File: config.mk
export PLATFORM = sky130hd
export DESIGN_NAME = mem_access_seq
export DESIGN_NICKNAME = d
export VERILOG_FILES = /design/src/rtl/mem_access_seq_pkg.sv /design/src/rtl/mem_access_seq_wait_timer.sv /design/src/rtl/mem_access_seq.sv
export SDC_FILE = /design/constraint.sdc
export NUM_CORES = 1
export LEC_CHECK = 0
export ABC_AREA = 0
export CELL_PAD_IN_SITES_DETAIL_PLACEMENT = 0
export CELL_PAD_IN_SITES_GLOBAL_PLACEMENT = 1
export CORE_MARGIN = 3
export CORE_UTILIZATION = 32
export CTS_CLUSTER_SIZE = 20
export DETAILED_ROUTE_END_ITERATION = 16
export PLACE_DENSITY = 0.85
export SETUP_SLACK_MARGIN = 0.3
export SLEW_MARGIN = 40
export SYNTH_ARGS = -nofsm -noshare
export SYNTH_HDL_FRONTEND = slang
export SYNTH_SLANG_ARGS = --single-unit
File: constraint.sdc
create_clock -name CLK -period 2.7 [get_ports CLK]
set_input_delay 0.81 -clock CLK [delete_from_list [all_inputs] [get_ports CLK]]
set_output_delay 0.81 -clock CLK [all_outputs]
set_load 0.03 [all_outputs]
File: src/rtl/mem_access_seq_pkg.sv
// Shared types and constants for the memory access sequencer.
package mem_access_seq_pkg;

    // Default bus widths for MAR (address) and MBR (data)
    localparam int AW_DEF = 8;
    localparam int DW_DEF = 8;

    // rnw encoding on the RAM side
    localparam logic RNW_READ = 1'b1;

    // Transaction state encoding
    typedef enum logic [2:0] {
        ST_IDLE   = 3'd0,
        ST_SETUP  = 3'd1,
        ST_ACCESS = 3'd2,
        ST_DONE   = 3'd3,
        ST_ERROR  = 3'd4
    } state_t;

endpackage

File: src/rtl/mem_access_seq_wait_timer.sv
// MFC wait timer: counts ACCESS cycles and flags the last allowed one.
module wait_timer #(
    parameter int TW      = 4,
    parameter int TIMEOUT = 15
) (
    input  logic CLK,
    input  logic RST_N,
    input  logic clr,
    input  logic en,
    output logic hit
);

    localparam logic [TW-1:0] LAST = TW'(TIMEOUT - 1);

    logic [TW-1:0] cnt;

    // Counter: clear has priority; the owner never enables it past LAST
    always_ff @(posedge CLK or negedge RST_N) begin
        if (!RST_N) begin
            cnt <= '0;
        end else if (clr) begin
            cnt <= '0;
        end else if (en) begin
            cnt <= cnt + 1'b1;
        end
    end

    assign hit = (cnt == LAST);

endmodule

File: src/rtl/mem_access_seq.sv
// Initiator side of the CPU<->RAM handshake: one request at a time,
// SETUP -> ACCESS (wait for MFC, bounded) -> DONE or ERROR pulse.
module mem_access_seq
    import mem_access_seq_pkg::*;
#(
    parameter int AW      = AW_DEF,
    parameter int DW      = DW_DEF,
    parameter int TIMEOUT = 15,
    parameter int TW      = 4
) (
    input  logic          CLK,
    input  logic          RST_N,
    input  logic          req,
    input  logic          req_rnw,
    input  logic [AW-1:0] req_addr,
    input  logic [DW-1:0] req_wdata,
    output logic          busy,
    output logic          done,
    output logic          err,
    output logic [DW-1:0] rdata,
    output logic [AW-1:0] mem_addr,
    output logic          mem_enable,
    output logic          mem_rnw,
    output logic [DW-1:0] mem_wdata,
    output logic          mem_wdata_oe,
    input  logic [DW-1:0] mem_rdata,
    input  logic          MFC
);

    state_t        state, state_nx;
    logic          rnw_q;
    logic [AW-1:0] addr_q;
    logic [DW-1:0] wdata_q;
    logic          accept;
    logic          tmr_clr, tmr_en, tmr_hit;
    logic          active;
    logic          is_read;

    assign accept  = (state == ST_IDLE) && req;
    assign active  = (state == ST_SETUP) || (state == ST_ACCESS);
    assign is_read = (rnw_q == RNW_READ);

    wait_timer #(
        .TW      (TW),
        .TIMEOUT (TIMEOUT)
    ) u_wait_timer (
        .CLK   (CLK),
        .RST_N (RST_N),
        .clr   (tmr_clr),
        .en    (tmr_en),
        .hit   (tmr_hit)
    );

    // State register
    always_ff @(posedge CLK or negedge RST_N) begin
        if (!RST_N) begin
            state <= ST_IDLE;
        end else begin
            state <= state_nx;
        end
    end

    // Direction latch: controls output gating, so it is reset
    always_ff @(posedge CLK or negedge RST_N) begin
        if (!RST_N) begin
            rnw_q <= 1'b0;
        end else if (accept) begin
            rnw_q <= req_rnw;
        end
    end

    // Address/data latches: only visible through state gating, no reset needed
    always_ff @(posedge CLK) begin
        if (accept) begin
            addr_q  <= req_addr;
            wdata_q <= req_wdata;
        end
    end

    // Read data: updated only on the edge where a read sees MFC
    always_ff @(posedge CLK or negedge RST_N) begin
        if (!RST_N) begin
            rdata <= '0;
        end else if ((state == ST_ACCESS) && MFC && is_read) begin
            rdata <= mem_rdata;
        end
    end

    // Next-state and timer control; MFC on the last count beats the timeout
    always_comb begin
        state_nx = state;
        tmr_clr  = 1'b0;
        tmr_en   = 1'b0;
        case (state)
            ST_IDLE: begin
                if (req) state_nx = ST_SETUP;
            end
            ST_SETUP: begin
                tmr_clr  = 1'b1;
                state_nx = ST_ACCESS;
            end
            ST_ACCESS: begin
                if (MFC) begin
                    state_nx = ST_DONE;
                end else if (tmr_hit) begin
                    state_nx = ST_ERROR;
                end else begin
                    tmr_en = 1'b1;
                end
            end
            ST_DONE:  state_nx = ST_IDLE;
            ST_ERROR: state_nx = ST_IDLE;
            default:  state_nx = ST_IDLE;
        endcase
    end

    // Outputs decode straight from state so reset drops them immediately
    always_comb begin
        busy         = active;
        done         = (state == ST_DONE);
        err          = (state == ST_ERROR);
        mem_enable   = (state == ST_ACCESS);
        mem_addr     = active ? addr_q : '0;
        mem_rnw      = active && is_read;
        mem_wdata_oe = active && !is_read;
        mem_wdata    = (active && !is_read) ? wdata_q : '0;
    end

endmodule

==> results.sh <==
export IMPL_status="finished, final reports clean"
export IMPL_synth_flop_cell="edfxtp_1"
export IMPL_cts_root_buf="clkbuf_8"
export IMPL_cts_made_buffers=5
export IMPL_grt_pass1_vias=1002
export IMPL_arrival_ns=1.55
export IMPL_post_dp_cell_area_um2=2000
export IMPL_yosysUniqueCellTypes=27
export IMPL_rsz0062_at_grt="yes"
export IMPL_ant_nets=0
export IMPL_hp_class="reg2reg"
export IMPL_ir_drop_v=0.000585
export IMPL_drive_gt1_frac=0.287
export IMPL_cts_htree_levels=2
export IMPL_fillers=369
export IMPL_crit_fanout=8
export IMPL_overflow=0
export IMPL_drc=0
export IMPL_fmaxAchievable_mhz=423
export IMPL_yosys_warnings=0
export IMPL_finalMaxSlewViolations=0
export IMPL_crit_type="reg2out"
export IMPL_syn_to_final_growth_pct=50.4
export IMPL_path_cells="buf_4 -> nor3b_1 -> clkdlybuf4s15_2"
export IMPL_ioPinCount=59
export IMPL_synth_top_area_cell="edfxtp_1"
export IMPL_maxSlewHeadroom=0.529
export IMPL_drt_iter0_drc=68
export IMPL_antenna_found_initial=0
export IMPL_synth_top_area_frac=0.355
export IMPL_finClkSkew_ns=0.00678
export IMPL_synthArstFlopShare=0.500
export IMPL_io_buffers=58
export IMPL_clockBufferDepth=2
export IMPL_grt_usage=0.126
export IMPL_ys_seq_elements=32
export IMPL_die_area_um2=5050
export IMPL_min_period_ns=2.36
export IMPL_insertion_delay_ns=0.28
export IMPL_power_density_nw_per_um2=1220
export IMPL_fp_row_count=23
export IMPL_synth_edf_count=16
export IMPL_cp_slowest_cell="dfrtp_2"
export IMPL_syn_cell_area_um2=1360
export IMPL_antenna_cells=0
export IMPL_ys_seq_area_frac=0.650
export IMPL_worstPathRequired_ns=1.89
export IMPL_fin_area_um2=2040
export IMPL_die_w_um=71.1
export IMPL_utilization=0.506
export IMPL_synthesis_nets=129
export IMPL_grt_pass1_wl_mm=4.80
export IMPL_initial_core_util=0.336
export IMPL_post_cts_buffers=0
export IMPL_fin_crit_sh=0.875
export IMPL_cts_tree="yes"
export IMPL_power_leakage_nw=0.831
export IMPL_yosys_top_cells_area="edfxtp_1 (35%), dfrtp_1 (30%), and2_1 (7.8%)"
export IMPL_postSynthAreaPerCell_um2=13.8
export IMPL_dr_total_vias=988
export IMPL_clock_sinks=32
export IMPL_final_hold_viol_count=0
export IMPL_setup_worst_path_start_class="register"
export IMPL_place_congestion=0.752
export IMPL_worst_setup_path_end_kind="output pin"
export IMPL_viasPerCell=4.62
export IMPL_drv_cap=0
export IMPL_grt_max_degree=17
export IMPL_routed_wl_mm=2.99
export IMPL_nets=194
export IMPL_dp_hpwl_mm=2.19
export IMPL_wl_per_cell_um=14.0
export IMPL_max_stage_delay_ns=0.44
export IMPL_clk_pin_slew_ns=0.06
export IMPL_syn_inst=98
export IMPL_tightest_slew_ns=0.704
export IMPL_setup_viol=0
export IMPL_die_height_um=71.1
export IMPL_cts_hold_buffers_added=0
export IMPL_core_um2=4030
export IMPL_tns_ns=0
export IMPL_first_pass_iters=4
==> power by group <==
| group | switching [mW] | internal (mW) | leakage, nW |
|---|---|---|---|
| combinational | 0.837 | 0.532 | 0.445 |
| clock | 0.160 | 0.175 | 0.0403 |
| sequential | 0.0941 | 0.677 | 0.345 |
==> sequential cells by signal, summed over array words and instances, names as in the netlist <==
| register | flops |
|---|---|
| is_read | 1 |
| addr_q | 8 |
| rdata | 8 |
| wdata_q | 8 |
| u_wait_timer.cnt | 4 |
| state | 3 |
==> cell usage after synthesis, types with 2 or more instances <==
cell type and number:
buf_6 2, ha_1 2, inv_1 2, nand3_1 2
nor3_1 2, nor3b_1 3, a21oi_1 3, nand2_1 2
nor2_1 2, edfxtp_1 16, o31ai_1 2, or3_1 3
o21ai_0 3, and2_1 17, mux2_2 9, dfrtp_1 16
and3_1 2
==> stage by stage <==
| step | power (mW) | cells | hold WS [ns] | setup WS [ns] |
|---|---|---|---|---|
| floorplan | 1.63 | 98 | 0.481 | 0.308 |
| global placement | 2.20 | 205 | 0.493 | 0.178 |
| detailed placement | 2.22 | 205 | 0.495 | 0.0829 |
| CTS | 2.51 | 214 | 0.509 | 0.224 |
| global route | 2.63 | 214 | 0.542 | 0.272 |
| finish | 2.48 | 214 | 0.503 | 0.338 |
==> path summary, 6_finish.rpt <==
check	from	endpoint	slack (ns)	cells after the start
max	state[0]	mem_enable	0.34	3
max reg2reg	state[0]	u_wait_timer.cnt[0]	0.81	4
min in group asynchronous	RST_N	rdata[5]	0.95	1
min	rdata[6]	rdata[6]	0.50	1
min reg2reg	rdata[6]	rdata[6]	0.50	1
max in group asynchronous	RST_N	state[2]	1.25	1
==> placed cells by master, fill, tap and decap left out, types with 3 or more instances in the layout <==
cell,n
clkbuf_2,14
dfrtp_2,3
nor3b_1,3
buf_2,3
buf_4,4
mux2_2,9
edfxtp_1,16
and2_1,17
a21oi_1,3
or3_1,3
o21ai_0,3
clkdlybuf4s50_1,36
clkbuf_8,5
dlygate4sd2_1,3
dfrtp_1,13
==> layer usage <==
metal | vias to the layer above | track usage | wire, um
li1 | 480 | - | -
met1 | 452 | 0.147 | 1260
met2 | 52 | 0.205 | 1430
met3 | 4 | 0.0455 | 255
met4 | 0 | 0.0626 | 44
met5 | - | 0 | 0
==> cell families (layout without fill, tap and decap cells) <==
kind of cell,Yosys count,count (layout),share of synthesized area
AO/OA/AOI/OAI,10,10,0.0452
AND/OR/NAND/NOR,37,38,0.170
multiplexers,9,9,0.0748
XOR/XNOR,1,1,0.00646
adder cells (fa/ha/maj),2,2,0.0185
flip-flops,32,32,0.650
buffers and inverters,7,72,0.0351
==> area by class of cell <==
cell class | count | area (um^2) | area share
Multi-Input combinational cell | 60 | 479 | 0.235
Tap cell | 50 | 62.6 | 0.0307
Inverter | 2 | 7.51 | 0.00368
Sequential cell | 32 | 885 | 0.434
Timing Repair Buffer | 62 | 524 | 0.257
Clock buffer | 6 | 72.6 | 0.0356
Clock inverter | 2 | 7.51 | 0.00368
==> worst max-delay path, delay by kind of cell, from the launching register on <==
family                 cells  cell delay (ns)
buffers and inverters      2             0.53
DFF                        1             0.44
and+or+nand+nor            1             0.30
==> what timing repair did <==
| action | CTS | global route |
|---|---|---|
| endpoints found under the hold margin | 0 | 0 |
| gates resized for setup | 37 | 37 |
| cloned | 1 | 0 |
| setup endpoints to repair | 22 | 18 |
| pin swaps | 1 | 0 |
Note: power is estimated with default switching activity, not from simulation.
